--- config.mk ---
export PLATFORM = sky130hd
export DESIGN_NAME = ghost_collision_arbiter
export DESIGN_NICKNAME = d
export VERILOG_FILES = /design/src/rtl/ghost_collision_arbiter_pkg.sv /design/src/rtl/ghost_collision_arbiter_return.sv /design/src/rtl/ghost_collision_arbiter.sv
export SDC_FILE = /design/constraint.sdc
export NUM_CORES = 1
export LEC_CHECK = 0
export CAP_MARGIN = 0
export CELL_PAD_IN_SITES_DETAIL_PLACEMENT = 1
export CELL_PAD_IN_SITES_GLOBAL_PLACEMENT = 1
export CORE_MARGIN = 3
export CORE_UTILIZATION = 25
export DETAILED_ROUTE_END_ITERATION = 6
export GPL_ROUTABILITY_DRIVEN = 0
export PLACE_DENSITY = 0.73
export SLEW_MARGIN = 20
export SYNTH_ARGS = -nofsm -noshare
export SYNTH_HDL_FRONTEND = slang
export SYNTH_SLANG_ARGS = --single-unit
export TNS_END_PERCENT = 1
--- constraint.sdc ---
create_clock -name i_clk -period 6.35 [get_ports i_clk]
set_input_delay 1.27 -clock i_clk [delete_from_list [all_inputs] [get_ports i_clk]]
set_output_delay 1.27 -clock i_clk [all_outputs]
set_load 0.01 [all_outputs]
--- src/rtl/ghost_collision_arbiter_pkg.sv ---
// Shared constants and mode helpers for the ghost collision arbiter.
package ghost_collision_arbiter_pkg;

    localparam int NUM_GHOSTS = 4;

    // Ghost mode encodings as driven by the ghost mode controller.
    localparam logic [3:0] MODE_CHASE      = 4'd0;
    localparam logic [3:0] MODE_SCATTER    = 4'd1;
    localparam logic [3:0] MODE_FRIGHTENED = 4'd2;
    localparam logic [3:0] MODE_EATEN      = 4'd3;

    // Game FSM code in which collisions are live.
    localparam logic [7:0] GS_PLAYING = 8'd2;

    // Points for the first ghost of a combo; each further ghost doubles it.
    localparam logic [15:0] SCORE_BASE = 16'd200;

    // A ghost that kills Pac-Man on contact.
    function automatic logic mode_is_threat(input logic [3:0] mode);
        return (mode == MODE_CHASE) || (mode == MODE_SCATTER);
    endfunction

    // A ghost that Pac-Man can eat on contact.
    function automatic logic mode_is_frightened(input logic [3:0] mode);
        return (mode == MODE_FRIGHTENED);
    endfunction

    // Eyes, plus any unknown code, which is deliberately handled the same way.
    function automatic logic mode_is_eaten(input logic [3:0] mode);
        return !mode_is_threat(mode) && !mode_is_frightened(mode);
    endfunction

    // Score for an eat at the given combo level (0..3 -> 200..1600).
    function automatic logic [15:0] combo_score(input logic [1:0] combo);
        return SCORE_BASE << combo;
    endfunction

endpackage

--- src/rtl/ghost_collision_arbiter_return.sv ---
// One ghost's eyes-home detector: a single pulse per trip back to the house.
module ghost_return_detector
    import ghost_collision_arbiter_pkg::*;
#(
    parameter int POS_W   = 5,
    parameter int HOUSE_X = 13,
    parameter int HOUSE_Y = 14
) (
    input  logic             i_clk,
    input  logic             i_rst,
    input  logic             i_clear,
    input  logic             i_eval,
    input  logic [POS_W-1:0] i_x,
    input  logic [POS_W-1:0] i_y,
    input  logic [3:0]       i_mode,
    output logic             o_returned
);

    logic w_is_eaten;
    logic w_at_home;
    logic r_home;
    logic r_returned;

    assign w_is_eaten = mode_is_eaten(i_mode);
    assign w_at_home  = (i_x == POS_W'(HOUSE_X)) && (i_y == POS_W'(HOUSE_Y));

    // Home flag arms on arrival and disarms as soon as the ghost leaves eyes mode.
    always_ff @(posedge i_clk) begin
        if (i_rst || i_clear) begin
            r_home     <= 1'b0;
            r_returned <= 1'b0;
        end else begin
            r_returned <= 1'b0;
            if (!w_is_eaten) begin
                r_home <= 1'b0;
            end else if (i_eval && w_at_home && !r_home) begin
                r_home     <= 1'b1;
                r_returned <= 1'b1;
            end
        end
    end

    assign o_returned = r_returned;

endmodule

--- src/rtl/ghost_collision_arbiter.sv ---
// Pac-Man / ghost collision arbiter: death, eat events, combo score, eat freeze
// and eyes-home reporting, all sampled on the movement tick.
module ghost_collision_arbiter
    import ghost_collision_arbiter_pkg::*;
#(
    parameter int POS_W      = 5,
    parameter int HOUSE_X    = 13,
    parameter int HOUSE_Y    = 14,
    parameter int FREEZE_CYC = 50000000
) (
    input  logic                    i_clk,
    input  logic                    i_rst,
    input  logic [7:0]              i_game_state,
    input  logic                    i_tick,
    input  logic                    i_ghost_reload,
    input  logic                    i_energizers_eaten,
    input  logic [POS_W-1:0]        i_pac_x,
    input  logic [POS_W-1:0]        i_pac_y,
    input  logic [4*POS_W-1:0]      i_ghost_x,
    input  logic [4*POS_W-1:0]      i_ghost_y,
    input  logic [15:0]             i_ghost_state,
    output logic [3:0]              o_eaten,
    output logic [3:0]              o_returned,
    output logic                    o_pacman_caught,
    output logic                    o_score_valid,
    output logic [15:0]             o_score_add,
    output logic                    o_freeze
);

    localparam int CNT_W = $clog2(FREEZE_CYC + 1);

    logic [NUM_GHOSTS-1:0] w_coll;
    logic [NUM_GHOSTS-1:0] w_threat;
    logic [NUM_GHOSTS-1:0] w_fright;
    logic [NUM_GHOSTS-1:0] w_eat_sel;
    logic                  w_found;
    logic                  w_freeze_active;
    logic                  w_eval;
    logic                  w_caught_now;
    logic                  w_eat_now;
    logic [1:0]            w_combo_eff;

    logic [CNT_W-1:0]      r_freeze_cnt;
    logic [1:0]            r_combo;
    logic                  r_caught;
    logic [3:0]            r_eaten;
    logic                  r_caught_pulse;
    logic                  r_score_valid;
    logic [15:0]           r_score_add;

    // Per-ghost tile compare, mode classification and eyes-home detector.
    generate
        for (genvar gi = 0; gi < NUM_GHOSTS; gi++) begin : g_ghost
            logic [POS_W-1:0] w_gx;
            logic [POS_W-1:0] w_gy;
            logic [3:0]       w_mode;

            assign w_gx   = i_ghost_x[gi*POS_W +: POS_W];
            assign w_gy   = i_ghost_y[gi*POS_W +: POS_W];
            assign w_mode = i_ghost_state[gi*4 +: 4];

            assign w_coll[gi]   = (w_gx == i_pac_x) && (w_gy == i_pac_y);
            assign w_threat[gi] = w_coll[gi] && mode_is_threat(w_mode);
            assign w_fright[gi] = w_coll[gi] && mode_is_frightened(w_mode);

            ghost_return_detector #(
                .POS_W   (POS_W),
                .HOUSE_X (HOUSE_X),
                .HOUSE_Y (HOUSE_Y)
            ) u_return (
                .i_clk      (i_clk),
                .i_rst      (i_rst),
                .i_clear    (i_ghost_reload),
                .i_eval     (i_tick && !r_caught),
                .i_x        (w_gx),
                .i_y        (w_gy),
                .i_mode     (w_mode),
                .o_returned (o_returned[gi])
            );
        end
    endgenerate

    // Lowest-index frightened ghost on Pac's tile wins the single eat slot.
    always_comb begin
        w_eat_sel = '0;
        w_found   = 1'b0;
        for (int g = 0; g < NUM_GHOSTS; g++) begin
            if (w_fright[g] && !w_found) begin
                w_eat_sel[g] = 1'b1;
                w_found      = 1'b1;
            end
        end
    end

    assign w_freeze_active = (r_freeze_cnt != '0);
    assign w_eval          = i_tick && (i_game_state == GS_PLAYING)
                             && !w_freeze_active && !r_caught;
    // Any deadly contact pre-empts eating anything that tick.
    assign w_caught_now    = w_eval && (|w_threat);
    assign w_eat_now       = w_eval && !(|w_threat) && (|w_fright);
    // An energizer in the same cycle restarts the combo before this eat scores.
    assign w_combo_eff     = i_energizers_eaten ? 2'd0 : r_combo;

    // Event outputs: one-cycle pulses registered from the evaluated tick.
    always_ff @(posedge i_clk) begin
        if (i_rst || i_ghost_reload) begin
            r_eaten        <= '0;
            r_caught_pulse <= 1'b0;
            r_score_valid  <= 1'b0;
            r_score_add    <= '0;
        end else begin
            r_eaten        <= w_eat_now ? w_eat_sel : 4'd0;
            r_caught_pulse <= w_caught_now;
            r_score_valid  <= w_eat_now;
            r_score_add    <= w_eat_now ? combo_score(w_combo_eff) : 16'd0;
        end
    end

    // Combo level saturates at 3 (1600 points) until an energizer restarts it.
    always_ff @(posedge i_clk) begin
        if (i_rst || i_ghost_reload) begin
            r_combo <= 2'd0;
        end else if (w_eat_now) begin
            r_combo <= (w_combo_eff == 2'd3) ? 2'd3 : w_combo_eff + 2'd1;
        end else begin
            r_combo <= w_combo_eff;
        end
    end

    // Caught latch freezes all evaluation until the next level/life restart.
    always_ff @(posedge i_clk) begin
        if (i_rst || i_ghost_reload) begin
            r_caught <= 1'b0;
        end else if (w_caught_now) begin
            r_caught <= 1'b1;
        end
    end

    // Eat pause counter; loads on an eat and drains regardless of game state.
    always_ff @(posedge i_clk) begin
        if (i_rst || i_ghost_reload) begin
            r_freeze_cnt <= '0;
        end else if (w_eat_now) begin
            r_freeze_cnt <= CNT_W'(FREEZE_CYC);
        end else if (w_freeze_active) begin
            r_freeze_cnt <= r_freeze_cnt - CNT_W'(1);
        end
    end

    assign o_eaten         = r_eaten;
    assign o_pacman_caught = r_caught_pulse;
    assign o_score_valid   = r_score_valid;
    assign o_score_add     = r_score_add;
    assign o_freeze        = w_freeze_active;

endmodule

==> flow_results.org <==
** Synth
- Yosys attributes the largest share of cell area to sky130_fd_sc_hd__dfxtp_1, sky130_fd_sc_hd__xor2_1, sky130_fd_sc_hd__xnor2_1.
- Yosys printed 0 warnings.
- In this run the cell area of the synthesized design comes to 3020 sq um.
- Number of enable flip-flop cells after synthesis :: 0
- Counting flops with an async set or reset pin after synthesis yields a share of 0%.
- Seq/Total Area, Yosys :: 33.8%
- Yosys instantiated no cell more often than sky130_fd_sc_hd__dfxtp_1.
- Sorting the synthesized cells by how often they occur yields sky130_fd_sc_hd__dfxtp_1, sky130_fd_sc_hd__xor2_1, sky130_fd_sc_hd__xnor2_1.
- In this run, synthesis produced a sequential element count of 51.
- Per-instance average area after synthesis :: 8.92 sq um
- Area share of the largest cell type after synthesis :: 33.8%
- Dominant cell type by area after synthesis :: sky130_fd_sc_hd__dfxtp_1
- Top flip-flop cell by instance count after synthesis :: sky130_fd_sc_hd__dfxtp_1
- Number of instances in the synthesized netlist :: 339
- Post-synthesis cell type count :: 48

** Detailed routing
- The count of nets left with antenna violations once routing finished came out at 0.
- The first detailed-routing pass ran for 4 iterations.
- In the final routed layout, each cell accounts on average for 17.0 um.
- The first routing iteration left 71 violations.
- Via count of the routed design :: 2828
- Using the TritonRoute via totals, the vias-per-cell ratio works out to 4.97.
- Routed wire length :: 9.65 mm
- After detailed routing, the number of remaining DRC violations is 0.

** GRT
- Global routing used 14.6% of the available tracks across all layers.
- GRT overflow :: 0
- The number of global-route vias before repair is 3056.
- The number of antenna violations at the first check in global routing came to 0.
- Largest net degree at the start of global routing :: 34
- The first global-routing pass estimated 15.2 mm of wire.

** Clock tree
- CTS Sinks :: 51
- Clock H-tree levels :: 2
- Clock input transition at the sequential cells of the worst setup and hold paths :: 70 ps
- For this design, the CTS-stage hold fixing added 0 buffers.
- Number of buffers created by CTS :: 5
- Buffer cell driving the clock tree root :: sky130_fd_sc_hd__clkbuf_16
- CTS tree :: yes
- Deepest clock path buffer count :: 2
- For the worst-skew pair, the clock arrives at the later sink with an insertion delay of 300 ps.
- Post-CTS repair changed the size of 0 cells.
- Count of buffers added by post-CTS timing repair for setup :: 0

** Power
- The analysis attributes to cell leakage a power of 1.50 nW.
- Power Dens Cells :: 445 nW/um^2
- The worst-case IR drop observed on VDD is 0.226 mV.

** Setup path
- Critical path's top delay family :: simple AND/OR/NAND/NOR gates
- Critical path buffers and inverters :: 1
- WP data required :: 5080 ps
- Of all nets on the critical path, the largest fanout is 7.
- For this run, the slowest stage of the critical path takes 670 ps.
- Across all register-to-register paths, the minimum setup slack is 3280 ps.
- Type of destination of the critical path :: output pin
- The slowest stage of the critical path is the sky130_fd_sc_hd__or4_1 cell.
- Critical Path, Cell by Cell :: or4_1 > nor4_1 > nand3_1 > clkdlybuf4s50_1
- STA classifies the critical path startpoint as a flop.
- Crit path kind :: flop to output pin
- Worst EP arrival :: 2480 ps

** Placement
- Placed wire-length estimate :: 7.97 mm
- Total of buffers placed on input and output ports :: 97

** Die
- Core region area :: 11600 sq um
- The floorplan step defined a die boundary enclosing 13500 sq um.
- Width of the die :: 116 um
- Initial cell density of the core :: 26.0%
- The die is 116 um tall.
- The initialized floorplan defines 39 standard-cell rows.
- # IOs :: 106

** STA
- Final setup viols :: 0
- Summed over all failing endpoints, the final setup total negative slack is 0 ps.
- For the pin with the worst max-slew slack, the measured transition is 997 ps.
- Post-route minimum period :: 3750 ps
- Final Slew Violations :: 0
- Worst-case clock skew :: 4.95 ps
- Number of hold violations in the final report :: 0
- Max Fclk :: 267 MHz
- Headroom to the max-slew limit came out at 32.9%.
- Unrepaired setup endpoints after global routing :: no
- After layout, the worst path uses 59.0% of the clock period.

** Job
- Number of max-capacitance violations reported :: 0

** Outcome
- Run status :: completed

** Final layout
- Area used by multi-input combinational logic :: 1830 sq um
- Fill cells in the final layout number 1366.
- Core Util, Final :: 36.1%
- 0 antenna diodes ended up in the layout.
- Compared with the post-synthesis result, the final layout area differs by 38.7%.
- In the final layout, the share of cells above drive strength 1 is 5.63%.
- The final layout contains 507 nets.
- Registers take 1020 sq um.

** Worst hold path
- Class of the worst hold path :: flop to flop
-- cell usage in the layout, fill, tap and decap left out, types with 3 or more instances in the layout --
cell type	count
sky130_fd_sc_hd__clkdlybuf4s50_1	97
sky130_fd_sc_hd__xor2_1	33
sky130_fd_sc_hd__inv_1	12
sky130_fd_sc_hd__clkbuf_16	5
sky130_fd_sc_hd__nand4_1	16
sky130_fd_sc_hd__nand2_1	13
sky130_fd_sc_hd__a21oi_1	13
sky130_fd_sc_hd__conb_1	8
sky130_fd_sc_hd__dfxtp_1	51
sky130_fd_sc_hd__nor4bb_1	4
sky130_fd_sc_hd__nand4b_1	5
sky130_fd_sc_hd__or4_1	7
sky130_fd_sc_hd__xnor2_1	30
sky130_fd_sc_hd__nor4b_1	3
sky130_fd_sc_hd__nor3_1	17
sky130_fd_sc_hd__nor2b_1	3
sky130_fd_sc_hd__nor2_1	20
sky130_fd_sc_hd__nand2b_1	5
sky130_fd_sc_hd__nand3_1	13
sky130_fd_sc_hd__ha_1	3
sky130_fd_sc_hd__o21a_1	3
sky130_fd_sc_hd__nand3b_1	4
sky130_fd_sc_hd__nor3b_1	6
sky130_fd_sc_hd__nor4_1	10
sky130_fd_sc_hd__and3_1	10
sky130_fd_sc_hd__nor4_2	4
sky130_fd_sc_hd__a211oi_1	3
-- sequential cells by signal, summed over array words and instances, names as in the netlist --
register	count
o_score_valid	1
g_ghost.u_return.r_home	4
o_eaten	4
r_caught	1
o_score_add	8
r_combo	2
o_pacman_caught	1
g_ghost.u_return.o_returned	4
r_freeze_cnt	26
-- per-stage QoR --
step,instances,hold WS [ps],power (mW),worst slack [ps],area (sq um)
finish,569,458,1.86,2600,4190
global route,569,477,2.03,2430,4190
CTS,569,460,1.89,2590,4190
detailed placement,561,437,1.59,2510,4040
global placement,561,442,1.54,2570,4040
floorplan,346,419,1.34,3450,3050
-- cell families after synthesis --
logic type / count (synthesis) / share of synthesized area [%]
other: 1 / 0.124
and+or+nand+nor: 154 / 33.0
muxes: 1 / 0.331
AOI/OAI and AO/OA: 29 / 6.62
xor gates and xnor gates: 63 / 18.2
DFF: 51 / 33.8
adders and majority gates: 3 / 1.24
buffers and inverters: 37 / 6.70
-- final timing paths --
path                              start                         end  cells past startpoint
max                     r_freeze_cnt[2]                    o_freeze                      4
max reg2reg             r_freeze_cnt[2]             r_freeze_cnt[5]                      6
min reg2reg  g_ghost[2].u_return.r_home  g_ghost[2].u_return.r_home                      1
min          g_ghost[2].u_return.r_home  g_ghost[2].u_return.r_home                      1
-- where the power goes --
group	internal (mW)	switching, mW
Combinational	0.513	0.612
Sequential	0.391	0.0701
Clock	0.150	0.129
-- routing by layer --
| metal | vias up | share of wire, % | global-route usage (%) |
|---|---|---|---|
| li1 | 1359 | - | - |
| met1 | 1342 | 37 | 14.9 |
| met2 | 106 | 52 | 26.7 |
| met3 | 21 | 8.2 | 5.22 |
| met4 | 0 | 2.7 | 6.03 |
| met5 | - | 0 | 0 |
-- worst register-to-register path, stage by stage (launching register included) --
cell and delay (ps):
sky130_fd_sc_hd__dfxtp_1 340, sky130_fd_sc_hd__or4_1 670, sky130_fd_sc_hd__nor4_1 440, sky130_fd_sc_hd__nand4_1 790
sky130_fd_sc_hd__nand4b_1 440, sky130_fd_sc_hd__xnor2_1 100, sky130_fd_sc_hd__and3_1 180
-- area by class of cell --
cell class                 instances  share of cell area [%]
multi-input combinational        258                    43.6
sequential                        51                    24.3
timing repair buffer              97                    23.2
tap                              143                    4.27
clock buffer                       5                    2.98
inverter                          12                    1.07
clock inverter                     3                   0.626
(Power assumes the default switching activity.)
